<file path="src/rtl/tdm_demux4.sv">
// 1-to-4 TDM demultiplexer with frame-atomic outputs.
// Slots are staged in shadow registers and published together on slot 3.
module tdm_demux4 #(
  parameter int WIDTH = 8
) (
  input  logic             clk,
  input  logic             rst_n,
  input  logic [WIDTH-1:0] in_data,
  input  logic             in_valid,
  input  logic             in_sof,
  output logic [WIDTH-1:0] y0,
  output logic [WIDTH-1:0] y1,
  output logic [WIDTH-1:0] y2,
  output logic [WIDTH-1:0] y3,
  output logic             out_valid,
  output logic [1:0]       sel_o,
  output logic             frame_err
);

  typedef enum logic {
    IDLE = 1'b0,
    RUN  = 1'b1
  } state_e;

  state_e           state_q, state_d;
  logic [1:0]       sel_q, sel_d;
  logic [WIDTH-1:0] sh0_q, sh0_d;
  logic [WIDTH-1:0] sh1_q, sh1_d;
  logic [WIDTH-1:0] sh2_q, sh2_d;
  logic [WIDTH-1:0] y0_q, y0_d;
  logic [WIDTH-1:0] y1_q, y1_d;
  logic [WIDTH-1:0] y2_q, y2_d;
  logic [WIDTH-1:0] y3_q, y3_d;
  logic             ov_q, ov_d;
  logic             fe_q, fe_d;

  // Next-state: slot sequencing, resync and frame publish.
  always_comb begin
    state_d = state_q;
    sel_d   = sel_q;
    sh0_d   = sh0_q;
    sh1_d   = sh1_q;
    sh2_d   = sh2_q;
    y0_d    = y0_q;
    y1_d    = y1_q;
    y2_d    = y2_q;
    y3_d    = y3_q;
    ov_d    = 1'b0;
    fe_d    = 1'b0;
    if (in_valid) begin
      unique case (state_q)
        IDLE: begin
          if (in_sof) begin
            sh0_d   = in_data;
            sel_d   = 2'd1;
            state_d = RUN;
          end else begin
            fe_d = 1'b1;
          end
        end
        RUN: begin
          unique case (1'b1)
            in_sof: begin
              fe_d  = 1'b1;
              sh0_d = in_data;
              sel_d = 2'd1;
            end
            (sel_q == 2'd3): begin
              y0_d    = sh0_q;
              y1_d    = sh1_q;
              y2_d    = sh2_q;
              y3_d    = in_data;
              ov_d    = 1'b1;
              sel_d   = 2'd0;
              state_d = IDLE;
            end
            default: begin
              if (sel_q == 2'd1) sh1_d = in_data;
              else               sh2_d = in_data;
              sel_d = sel_q + 2'd1;
            end
          endcase
        end
        default: state_d = IDLE;
      endcase
    end
  end

  // State and data registers, cleared asynchronously.
  always_ff @(posedge clk or negedge rst_n) begin
    if (!rst_n) begin
      state_q <= IDLE;
      sel_q   <= '0;
      sh0_q   <= '0;
      sh1_q   <= '0;
      sh2_q   <= '0;
      y0_q    <= '0;
      y1_q    <= '0;
      y2_q    <= '0;
      y3_q    <= '0;
      ov_q    <= 1'b0;
      fe_q    <= 1'b0;
    end else begin
      state_q <= state_d;
      sel_q   <= sel_d;
      sh0_q   <= sh0_d;
      sh1_q   <= sh1_d;
      sh2_q   <= sh2_d;
      y0_q    <= y0_d;
      y1_q    <= y1_d;
      y2_q    <= y2_d;
      y3_q    <= y3_d;
      ov_q    <= ov_d;
      fe_q    <= fe_d;
    end
  end

  assign y0        = y0_q;
  assign y1        = y1_q;
  assign y2        = y2_q;
  assign y3        = y3_q;
  assign out_valid = ov_q;
  assign frame_err = fe_q;
  assign sel_o     = sel_q;

endmodule

</file>
<file path="config.mk">
export PLATFORM = sky130hd
export DESIGN_NAME = tdm_demux4
export DESIGN_NICKNAME = d
export VERILOG_FILES = /design/src/rtl/tdm_demux4.sv
export SDC_FILE = /design/constraint.sdc
export NUM_CORES = 1
export LEC_CHECK = 0
export ABC_AREA = 0
export CORE_MARGIN = 1.5
export CORE_UTILIZATION = 35
export DETAILED_ROUTE_END_ITERATION = 8
export MAX_ROUTING_LAYER = met4
export PLACE_DENSITY = 0.67
export SLEW_MARGIN = 20
export SYNTH_ARGS = -nofsm -noshare
export SYNTH_HDL_FRONTEND = slang
export SYNTH_SLANG_ARGS = --single-unit
</file>
<file path="constraint.sdc">
create_clock -name clk -period 1.7 [get_ports clk]
set_input_delay 0.34 -clock clk [delete_from_list [all_inputs] [get_ports clk]]
set_output_delay 0.34 -clock clk [all_outputs]
set_load 0.03 [all_outputs]
</file>
=== Word level (Yosys, flattened, before mapping) ===
Cells that the tools add are included.

* Bits in registers: 61
* Input port bits: 12
* Output and inout port bits: 36

* Multiplexer cells: 13
* Reduce and logical (&&, ||, !) cells: 6
* Bitwise gates (word level): 3
* Add/sub/neg operators: 1
* Equality and inequality tests: 3

{| class="wikitable"
|+ Operators by type and width
! cell !! number
|-
| $mux 8 || 1
|-
| $pmux 2 s2 || 2
|-
| $reduce_and 4->1 || 2
|-
| $mux 1 || 7
|-
| $pmux 1 s2 || 2
|-
| $reduce_and 2->1 || 2
|-
| $not 1->1 || 3
|-
| $reduce_and 3->1 || 1
|-
| $add 2x1->2 const B || 1
|-
| $eq 2x1->1 const B || 1
|-
| $eq 2x2->1 const B || 1
|-
| $mux 2 || 1
|-
| $ne 2x2->1 const B || 1
|-
| $reduce_or 2->1 || 1
|}

=== Logic depth before layout (Yosys ltp) ===
Gate-level depths: netlist (run 1).

* Depth after elaboration: 4
* Gate-level depth with buffers: 5
* Mapped depth without buffers: 5

=== Worst setup path after synthesis (run 1) ===
No wires, ideal clock.

* Kind: register -> register
* Start point: register sel_q[0], in the netlist sel_o[0]
* End point: register sh2_q[0]
* Setup time: 125 ps
* Slack: -84 ps
* Data arrival time: 1659 ps
* Buffers on the path: 1
* Cell stages (with the launch flop): 6
* Cell sequence: dfrtp_1 ha_1 nor3b_2 and3b_1 buf_4 mux2_2

* Cells in the longest elaborated chain, start to end: 4

{| class="wikitable"
|+ RTL lines
! item !! line !! text
|-
| start, declared || 26 || <nowiki>logic [1:0] sel_q, sel_d;</nowiki>
|-
| start signal, assigned || 105 || <nowiki>sel_q <= sel_d;</nowiki>
|-
| $eq 2x2->1 || 68 || <nowiki>(sel_q == 2'd3): begin</nowiki>
|-
| $reduce_or 2->1 (no source line) || -- ||
|-
| $not 1->1 (no source line) || -- ||
|-
| $reduce_and 4->1 (no source line) (*) || -- ||
|-
| end signal, assigned || 96 || <nowiki>sh2_q <= '0;</nowiki>
|-
| end signal, assigned || 108 || <nowiki>sh2_q <= sh2_d;</nowiki>
|-
| end, declared || 29 || <nowiki>logic [WIDTH-1:0] sh2_q, sh2_d;</nowiki>
|}

Mark *: on every way between the ends. The rest lies on a longest branch, timed or not.
A chain may end at the register's enable or synchronous reset.

=== Worst setup path after layout (run 1) ===
* Start point: register fe_q, in the netlist frame_err
* End point: output frame_err

{| class="wikitable"
|+ RTL lines
! item !! line !! text
|-
| start, declared || 35 || <nowiki>logic fe_q, fe_d;</nowiki>
|-
| start signal, assigned || 102 || <nowiki>fe_q <= 1'b0;</nowiki>
|-
| start signal, assigned || 114 || <nowiki>fe_q <= fe_d;</nowiki>
|-
| end, declared || 17 || <nowiki>output logic frame_err</nowiki>
|}

No word-level cell between the ends.

==> impl_metrics.tcl, run 1 <==
set metrics [dict create \
    outcome "finished with violations" \
    violations "DRC" \
    first_iter_violations 31 \
    max_stage_delay_ns 0.66 \
    fin_cells 296 \
    netlist_instances 144 \
    wl_per_cell_um 14.5 \
    drv_cap 0 \
    crit_arrival_ns 1.31 \
    cts.path.max_buffers 2 \
    antenna_found_initial 0 \
    htree_levels 3 \
    grt_pass1_wl_um 7360 \
    clk-insertion-delay-late_ns 0.34 \
    grt_max_degree 39 \
    rows 29 \
    path_max_fanout 1 \
    worstRegToRegCells 5 \
    ys_async_sr_fraction 1.00 \
    cp.depth 1 \
    root_buffer "clkbuf_8" \
    synthesis.area_mm2 0.00234 \
    synthFlopType "dfrtp_1" \
    finalWirelength_um 4300 \
    dieArea_mm2 0.00720 \
    synth_area_per_cell_um2 16.3 \
    io_buffers 47 \
    nets 230 \
    final_layout_size_suffix_gt1_frac 0.406 \
    crit_buf_inv 1 \
    synth_warnings 0 \
    place_area_mm2 0.00303 \
    syn2layout_area_growth_pct 36.9 \
    rsz0062_at_grt "no" \
    hold_path_class "flip-flop to flip-flop" \
    maxSlewViolCount 0 \
    synth_edf_count 0 \
    worst_pin_slew_ns 0.484 \
    via_per_inst 4.74 \
    path_delay_family "buffers and inverters" \
    dr_total_vias 1402 \
    slew_headroom 0.678 \
    fin_crit_sh 0.969 \
    tritoncts "done" \
    p_leak_nw 1.59 \
    clock_skew_ns 0.00803 \
    grt_overflow 0 \
    antenna_cells 0 \
    fin_tns_setup_ns 0 \
    cts_setup_buffers 0 \
    ys_seq_elements 61 \
    die_h_um 84.9 \
    drc 6 \
    crit_path_start_kind "flip-flop" \
    gp_congestion 0.744 \
    fp.coreArea_mm2 0.00642 \
    slowest_stage "clkdlybuf4s50_1" \
    ir_worst_vdd_mv 0.894 \
    min_path_cells 1 \
    setup_viol 0 \
    grt_pass1_vias 1480 \
    track_usage 0.139 \
    path_class "flip-flop to output pin" \
    clock_sinks 61 \
    fin_hold_ws_ns 0.484 \
    worstPathRequired_ns 1.36 \
    die_x_um 84.9 \
    yosysSeqAreaShare 0.651 \
    drt-pass1-iter-count 6 \
    postRouteAntennaNets 0 \
    clk_pin_slew_ns 0.06 \
    p_per_area_mw_per_mm2 1900 \
    critPathCaptureType "output pin" \
    synth_nets 160 \
    cts_buffers 9 \
    fin_area_mm2 0.00321 \
    post-place-cells 279 \
    report.final.hold_viol_count 0 \
    initial_core_util 0.365 \
    path_cells "clkdlybuf4s50_1" \
    dp_hpwl_um 2960 \
    p_total_mw 6.10 \
    fmax_mhz 607 \
    ios 48 \
    post-route-min-period_ns 1.65 \
    yosys.cell_types.count 18 \
]
-- worst paths after layout --
path	start	end	slack, ns
min in group asynchronous	rst_n	y3[2]	0.52
max	frame_err	frame_err	0.05
max in group asynchronous	rst_n	y0[7]	0.76
max reg2reg	sel_o[0]	sh2_q[7]	0.07
min reg2reg	sh0_q[6]	y0[6]	0.48
min	sh0_q[6]	y0[6]	0.48
-- layer usage --
metal / wire, µm / vias up / track usage
li1: - / 647 / -
met1: 1970 / 708 / 0.171
met2: 2000 / 35 / 0.199
met3: 240 / 12 / 0.0593
met4: 91 / 0 / 0.0656
met5: 0 / - / -
-- power breakdown --
group / internal, mW / leakage, nW / total, mW / switching [mW]
clock: 0.648 / 0.0937 / 1.16 / 0.513
combinational: 1.16 / 0.761 / 2.53 / 1.38
sequential: 2.10 / 0.734 / 2.41 / 0.311
total: 3.91 / 1.59 / 6.10 / 2.20
-- flip-flops by register name, summed over array words and instances (netlist names) --
signal	count
sh0_q	8
sh2_q	8
state_q	1
sh1_q	8
y2	8
sel_o	2
y0	8
out_valid	1
frame_err	1
y1	8
y3	8
-- cell usage after synthesis (all sizes together), types with 2 or more instances --
cell type,count,area share
buf,4,0.0096
dfrtp,61,0.65
ha,4,0.021
inv,3,0.0048
mux2,56,0.27
nand2,3,0.0048
nand2b,2,0.0053
nand3,2,0.0085
nor2,2,0.0032
-- cell type report --
| type | instances | area [µm²] |
|---|---|---|
| clock buffers | 15 | 176 |
| clock inverters | 1 | 5.00 |
| fillers | 551 | 3210 |
| multi-input cells | 76 | 787 |
| repair buffers | 63 | 604 |
| well taps | 77 | 96.3 |
| flip-flops and latches | 61 | 1530 |
| inverters | 3 | 11.3 |
-- cell usage in the layout, fill, tap and decap left out, types with 2 or more instances in the layout --
master / n
dfrtp_1: 59
mux2_2: 54
dlygate4sd2_1: 25
buf_4: 13
clkbuf_8: 12
clkdlybuf4s50_1: 12
dlymetal6s2s_1: 9
inv_1: 3
nand2_1: 3
ha_1: 3
clkbuf_1: 3
nand3_2: 2
nand2b_1: 2
nor2_1: 2
mux2_1: 2
buf_12: 2
dfrtp_2: 2
-- cell families (layout without fill, tap and decap cells) --
logic type / count (synthesis) / after routing / synth area share
buf+inv: 7 / 82 / 0.0144
simple gates: 13 / 13 / 0.0363
mux: 56 / 56 / 0.269
flops: 61 / 61 / 0.651
compound gates: 3 / 3 / 0.00800
fa+ha+maj: 4 / 4 / 0.0213
-- per-stage QoR --
step / worst slack, ns / utilization
after floorplan: 0.0298 / -
after global placement: -0.123 / 0.471
after detailed placement: -0.142 / 0.471
after CTS: 0.000405 / 0.496
after global routing: 0.00159 / 0.500
final: 0.0523 / 0.500
-- what timing repair did --
action                                  4_1_cts  5_1_grt
endpoints found under the setup margin       25        9
resized for setup                            25        9
hold buffers                                  1        0
endpoints found under the hold margin        23        0
Power figures use the tool's default switching activity.
==> run 2: changes to the inputs <==
Settings changed: PLACE_DENSITY 0.67 to 0.63.
==> run 2 against run 1 <==
Compared with the run above: register-to-register slack got worse by 0.03 ns; hold slack got worse by 0.48 ns; fmax fell by 0.54%; the flow still finishes with violations (DRC); largest power group unchanged; critical path depth rose by 4; sequential share of layout area barely moved; clock-buffer cell count fell by 2; via count fell by 1.3%; clock skew barely moved; non-clock buffer count fell by 4.
==> impl_metrics.tcl, run 2 (synthesis gave the netlist of run 1 again) <==
set metrics [dict create \
    htree_levels 3 \
    post-place-cells 275 \
    initial_core_util 0.365 \
    layout_common_cells "dfrtp_1 (59), mux2_2 (54), dlygate4sd2_1 (29), clkbuf_8 (13), clkdlybuf4s50_1 (11)" \
    path_max_fanout 5 \
    wl_per_cell_um 15.0 \
    finalWirelength_um 4370 \
    cts.path.max_buffers 2 \
    clock_sinks 61 \
    postRouteAntennaNets 0 \
    critPathCaptureType "flip-flop" \
    p_clk_frac 0.195 \
    dp_hpwl_um 3070 \
    io_buffers 47 \
    drc 2 \
    report.final.hold_viol_count 0 \
    die_x_um 84.9 \
    drt-pass1-iter-count 8 \
    outcome "finished with violations" \
    fp.coreArea_mm2 0.00642 \
    p_int_mw 3.93 \
    r2r_slack_ns 0.04 \
    p_switching_mw 2.25 \
    path_class "flip-flop to flip-flop" \
    dieArea_mm2 0.00720 \
    fmax_mhz 604 \
    dr_total_vias 1384 \
    first_iter_violations 73 \
    cts_buffers 9 \
    maxSlewViolCount 0 \
    crit_path_start_kind "flip-flop" \
    via_per_inst 4.74 \
    syn2layout_area_growth_pct 36.8 \
    rsz0062_at_grt "no" \
    setup_ws_ns 0.0433 \
    clock_skew_ns 0.00782 \
    grt_pass1_wl_um 7520 \
    rows 29 \
    final_common_cell "dfrtp_1" \
    fin_crit_sh 0.975 \
    grt_max_degree 62 \
    gp_congestion 0.784 \
    hold_path_class "primary input to async pin" \
    place_ws_ns -0.150 \
    grt_overflow 0 \
    clk-insertion-delay-late_ns 0.33 \
    fill_cells 559 \
    drv_cap 0 \
    tritoncts "done" \
    crit_arrival_ns 1.86 \
    worstRegToRegCells 5 \
    grt_pass1_vias 1565 \
    post-route-min-period_ns 1.66 \
    die_h_um 84.9 \
    antenna_found_initial 0 \
    ios 48 \
    clk_pin_slew_ns 0.06 \
    swShare 0.364 \
    violations "DRC" \
    fin_cells 292 \
    root_buffer "clkbuf_8" \
    setup_viol 0 \
    worstPathRequired_ns 1.91 \
    fin_util 0.499 \
    slew_headroom 0.781 \
    combPwrFrac 0.409 \
    final_layout_size_suffix_gt1_frac 0.419 \
    ir_worst_vdd_mv 0.825 \
    worst_pin_slew_ns 0.330 \
    track_usage 0.142 \
    seqPwrFrac 0.395 \
    antenna_cells 0 \
    nets 226 \
    p_per_area_mw_per_mm2 1930 \
    p_leak_nw 1.56 \
]
-- run 2: changes by cell type in the layout (fill, tap and decap cells not counted), sizes merged, moves of 2 or more --
| cell | delta |
|---|---|
| dlymetal6s2s | -3 |
| dlygate4sd2 | +4 |
| buf | -3 |
| clkbuf | -2 |
-- run 2: layout make-up --
| cell class | count | area [µm²] | area share |
|---|---|---|---|
| clock buffers | 13 | 179 | 0.0558 |
| clock inverters | 3 | 17.5 | 0.00546 |
| inverters | 3 | 11.3 | 0.00351 |
| multi-input cells | 76 | 798 | 0.249 |
| flip-flops and latches | 61 | 1530 | 0.477 |
| well taps | 77 | 96.3 | 0.0300 |
| repair buffers | 59 | 576 | 0.179 |
-- run 2: timing repair --
item | 4_1_cts | 5_1_grt
pin swaps | 0 | 1
gates resized for setup | 29 | 9
buffers inserted | 0 | 1
hold buffers | 0 | 0
setup endpoints to repair | 29 | 21
-- run 2: critical path: stages (launching register included) --
cell and delay, ns:
dfrtp_2 0.42, buf_4 0.16, ha_1 0.22, and3b_2 0.28
buf_4 0.15, mux2_2 0.32
-- run 2: per-stage QoR --
| stage | total power [mW] | setup TNS [ns] | hold WS (ns) | area [µm²] |
|---|---|---|---|---|
| after floorplan | 4.05 | 0 | 0.0444 | 2350 |
| after global placement | 5.15 | -1.76 | 0.365 | 3010 |
| after detailed placement | 5.25 | -2.22 | 0.371 | 3010 |
| after CTS | 6.24 | 0 | 0.0125 | 3170 |
| after global routing | 6.54 | 0 | 0.0497 | 3210 |
| final | 6.18 | 0 | 0.00580 | 3210 |
-- run 2: layer usage --
| metal | global-route usage | vias to the layer above | part of all wire |
|---|---|---|---|
| met1 | 0.164 | 706 | 0.43 |
| met4 | 0.0760 | 0 | 0.022 |
| met2 | 0.229 | 32 | 0.51 |
| met5 | - | - | 0 |
| li1 | - | 636 | - |
| met3 | 0.0350 | 10 | 0.044 |
-- run 2: power groups by stage --
stage | registers [mW] | clock network (mW) | logic (mW)
2_1_floorplan | 3.21 | 0 | 0.834
3_3_place_gp | 2.44 | 0 | 2.71
3_5_place_dp | 2.48 | 0 | 2.77
4_1_cts | 2.45 | 1.25 | 2.54
5_1_grt | 2.53 | 1.32 | 2.69
6_report | 2.44 | 1.21 | 2.53
-- run 2: path summary, 6_finish.rpt --
kind / from / to
setup / recovery: sel_o[0] / sh2_q[0]
hold / removal: rst_n / y0[0]
setup reg to reg: sel_o[0] / sh2_q[0]
hold reg to reg: sh1_q[0] / y1[0]
max in group asynchronous: rst_n / y0[5]
min in group clk: sh1_q[0] / y1[0]
==> run 3: changes to the inputs <==
Settings changed: PLACE_DENSITY 0.63 to 0.61.
Clock period 1.7 ns to 2.1 ns, I/O delays scaled along.
==> run 3 against run 2 <==
Compared with the run above: the flow still finishes with violations (DRC); setup slack better by 0.17 ns; hold slack better by 0.075 ns; total power down 13%; sequential share of layout area up 0.52 points; critical path type is now flip-flop to output pin; sequential power down 19%; critical endpoint is now sel_o[0].
==> impl_metrics.tcl, run 3 (synthesis gave the netlist of run 1 again) <==
set metrics [dict create \
    root_buffer "clkbuf_8" \
    clock_skew_ns 0.0104 \
    swShare 0.336 \
    track_usage 0.143 \
    outcome "finished with violations" \
    die_h_um 84.9 \
    via_per_inst 4.80 \
    critPathCaptureType "output pin" \
    clock_sinks 61 \
    rsz0062_at_grt "no" \
    tritoncts "done" \
    path_class "flip-flop to output pin" \
    dieArea_mm2 0.00720 \
    crit_buf_inv 1 \
    clk-insertion-delay-late_ns 0.33 \
    slowest_stage "clkdlybuf4s50_1" \
    cts_buffers 9 \
    dp_hpwl_um 3000 \
    p_switching_mw 1.81 \
    layout_common_cells "dfrtp_1 (61), mux2_2 (54), clkdlybuf4s50_1 (46), clkbuf_8 (10), ha_1 (4)" \
    drv_cap 0 \
    seqPwrFrac 0.369 \
    gp_congestion 0.750 \
    fmax_mhz 530 \
    setup_viol 0 \
    drt-pass1-iter-count 8 \
    grt_pass1_vias 1529 \
    nets 218 \
    first_iter_violations 43 \
    worstPathRequired_ns 1.68 \
    final_layout_size_suffix_gt1_frac 0.367 \
    cts_setup_buffers 0 \
    r2r_slack_ns 0.22 \
    fin_crit_sh 0.899 \
    crit_arrival_ns 1.47 \
    die_x_um 84.9 \
    finalWirelength_um 4410 \
    syn2layout_area_growth_pct 35.1 \
    worstRegToRegCells 4 \
    grt_pass1_wl_um 7510 \
    rows 29 \
    ir_worst_vdd_mv 0.892 \
    cts_resized 0 \
    htree_levels 3 \
    p_leak_nw 1.40 \
    grt_overflow 0 \
    fp.coreArea_mm2 0.00642 \
    crit_path_start_kind "flip-flop" \
    slew_headroom 0.740 \
    wl_per_cell_um 15.5 \
    fin_cells 284 \
    p_per_area_mw_per_mm2 1700 \
    path_delay_family "buffers and inverters" \
    path_max_fanout 6 \
    violations "DRC" \
    post-place-cells 268 \
    cts.path.max_buffers 2 \
    io_buffers 47 \
    drc 4 \
    r2r_start "sel_o[0]" \
    combPwrFrac 0.398 \
    path_cells "clkdlybuf4s50_1" \
    worst_pin_slew_ns 0.391 \
    initial_core_util 0.365 \
    post-route-min-period_ns 1.89 \
    postRouteAntennaNets 0 \
    p_clk_frac 0.233 \
    clk_pin_slew_ns 0.07 \
    hold_path_class "primary input to async pin" \
    final_common_cell "dfrtp_1" \
    p_int_mw 3.57 \
    maxSlewViolCount 0 \
    antenna_found_initial 0 \
    grt_max_degree 62 \
    p_total_mw 5.38 \
    postCtsHoldBufs 0 \
    dr_total_vias 1362 \
    antenna_cells 0 \
    report.final.hold_viol_count 0 \
    max_stage_delay_ns 0.70 \
    reg2reg_to "sh2_q[5]" \
    ios 48 \
]
-- run 3: changes by cell type in the layout (fill, tap and decap cells not counted), sizes merged --
cell / change
bufinv: +3
clkdlybuf4s50: +35
dlygate4sd2: -29
dlymetal6s2s: -6
clkinvlp: -1
clkinv: -1
clkbuf: -1
buf: -8
-- run 3: final cells by class --
type / count / area [µm²]
repair buffers: 51 / 508
flip-flops and latches: 61 / 1530
well taps: 77 / 96.3
multi-input cells: 76 / 785
clock buffers: 12 / 145
inverters: 3 / 11.3
fillers: 538 / 3260
clock inverters: 4 / 95.1
-- run 3: stage by stage --
step	setup TNS (ns)	cell area (µm²)	utilization	setup WS, ns	hold WS, ns
after floorplan	0	2340	-	0.316	0.124
after global placement	0	2930	0.456	0.0534	0.446
after detailed placement	-0.321	2930	0.456	-0.0447	0.452
after CTS	0	3170	0.493	0.186	0.0861
after global routing	0	3170	0.493	0.0935	0.0945
final	0	3170	0.493	0.213	0.0804
-- run 3: layer usage --
metal	global-route usage	vias up	wire (µm)
met1	0.158	700	1930
met2	0.231	37	2190
met5	-	-	0
met3	0.0603	4	242
met4	0.0537	0	46
li1	-	621	-
-- run 3: how the worst max path moves through the flow --
| stage | startpoint | to | slack, ns | depth (start not counted) |
|---|---|---|---|---|
| 4_1_cts | sel_o[0] | sh2_q[7] | 0.19 | 4 |
| 3_3_place_gp | in_sof | sh2_q[7] | 0.05 | 4 |
| 3_5_place_dp | in_sof | sh2_q[3] | -0.04 | 4 |
| 2_1_floorplan | sel_o[0] | sh2_q[0] | 0.32 | 5 |
| 5_1_grt | sel_o[0] | sh2_q[5] | 0.09 | 4 |
| 6_report | sel_o[0] | sel_o[0] | 0.21 | 1 |
-- run 3: power by group through the flow --
stage                     sequential [mW]  clock, mW  combinational, mW
after global placement               1.98          0               2.12
after CTS                            1.99       1.29               2.18
after global routing                 2.05       1.34               2.27
after floorplan                      2.60          0              0.674
final                                1.98       1.25               2.14
after detailed placement             2.01          0               2.17
-- run 3: worst reg2reg max path, cell delays in order, from the launching register on --
cell and delay (ns):
dfrtp_1 0.44, ha_1 0.29, nor3b_2 0.23, and3b_1 0.43, mux2_2 0.38
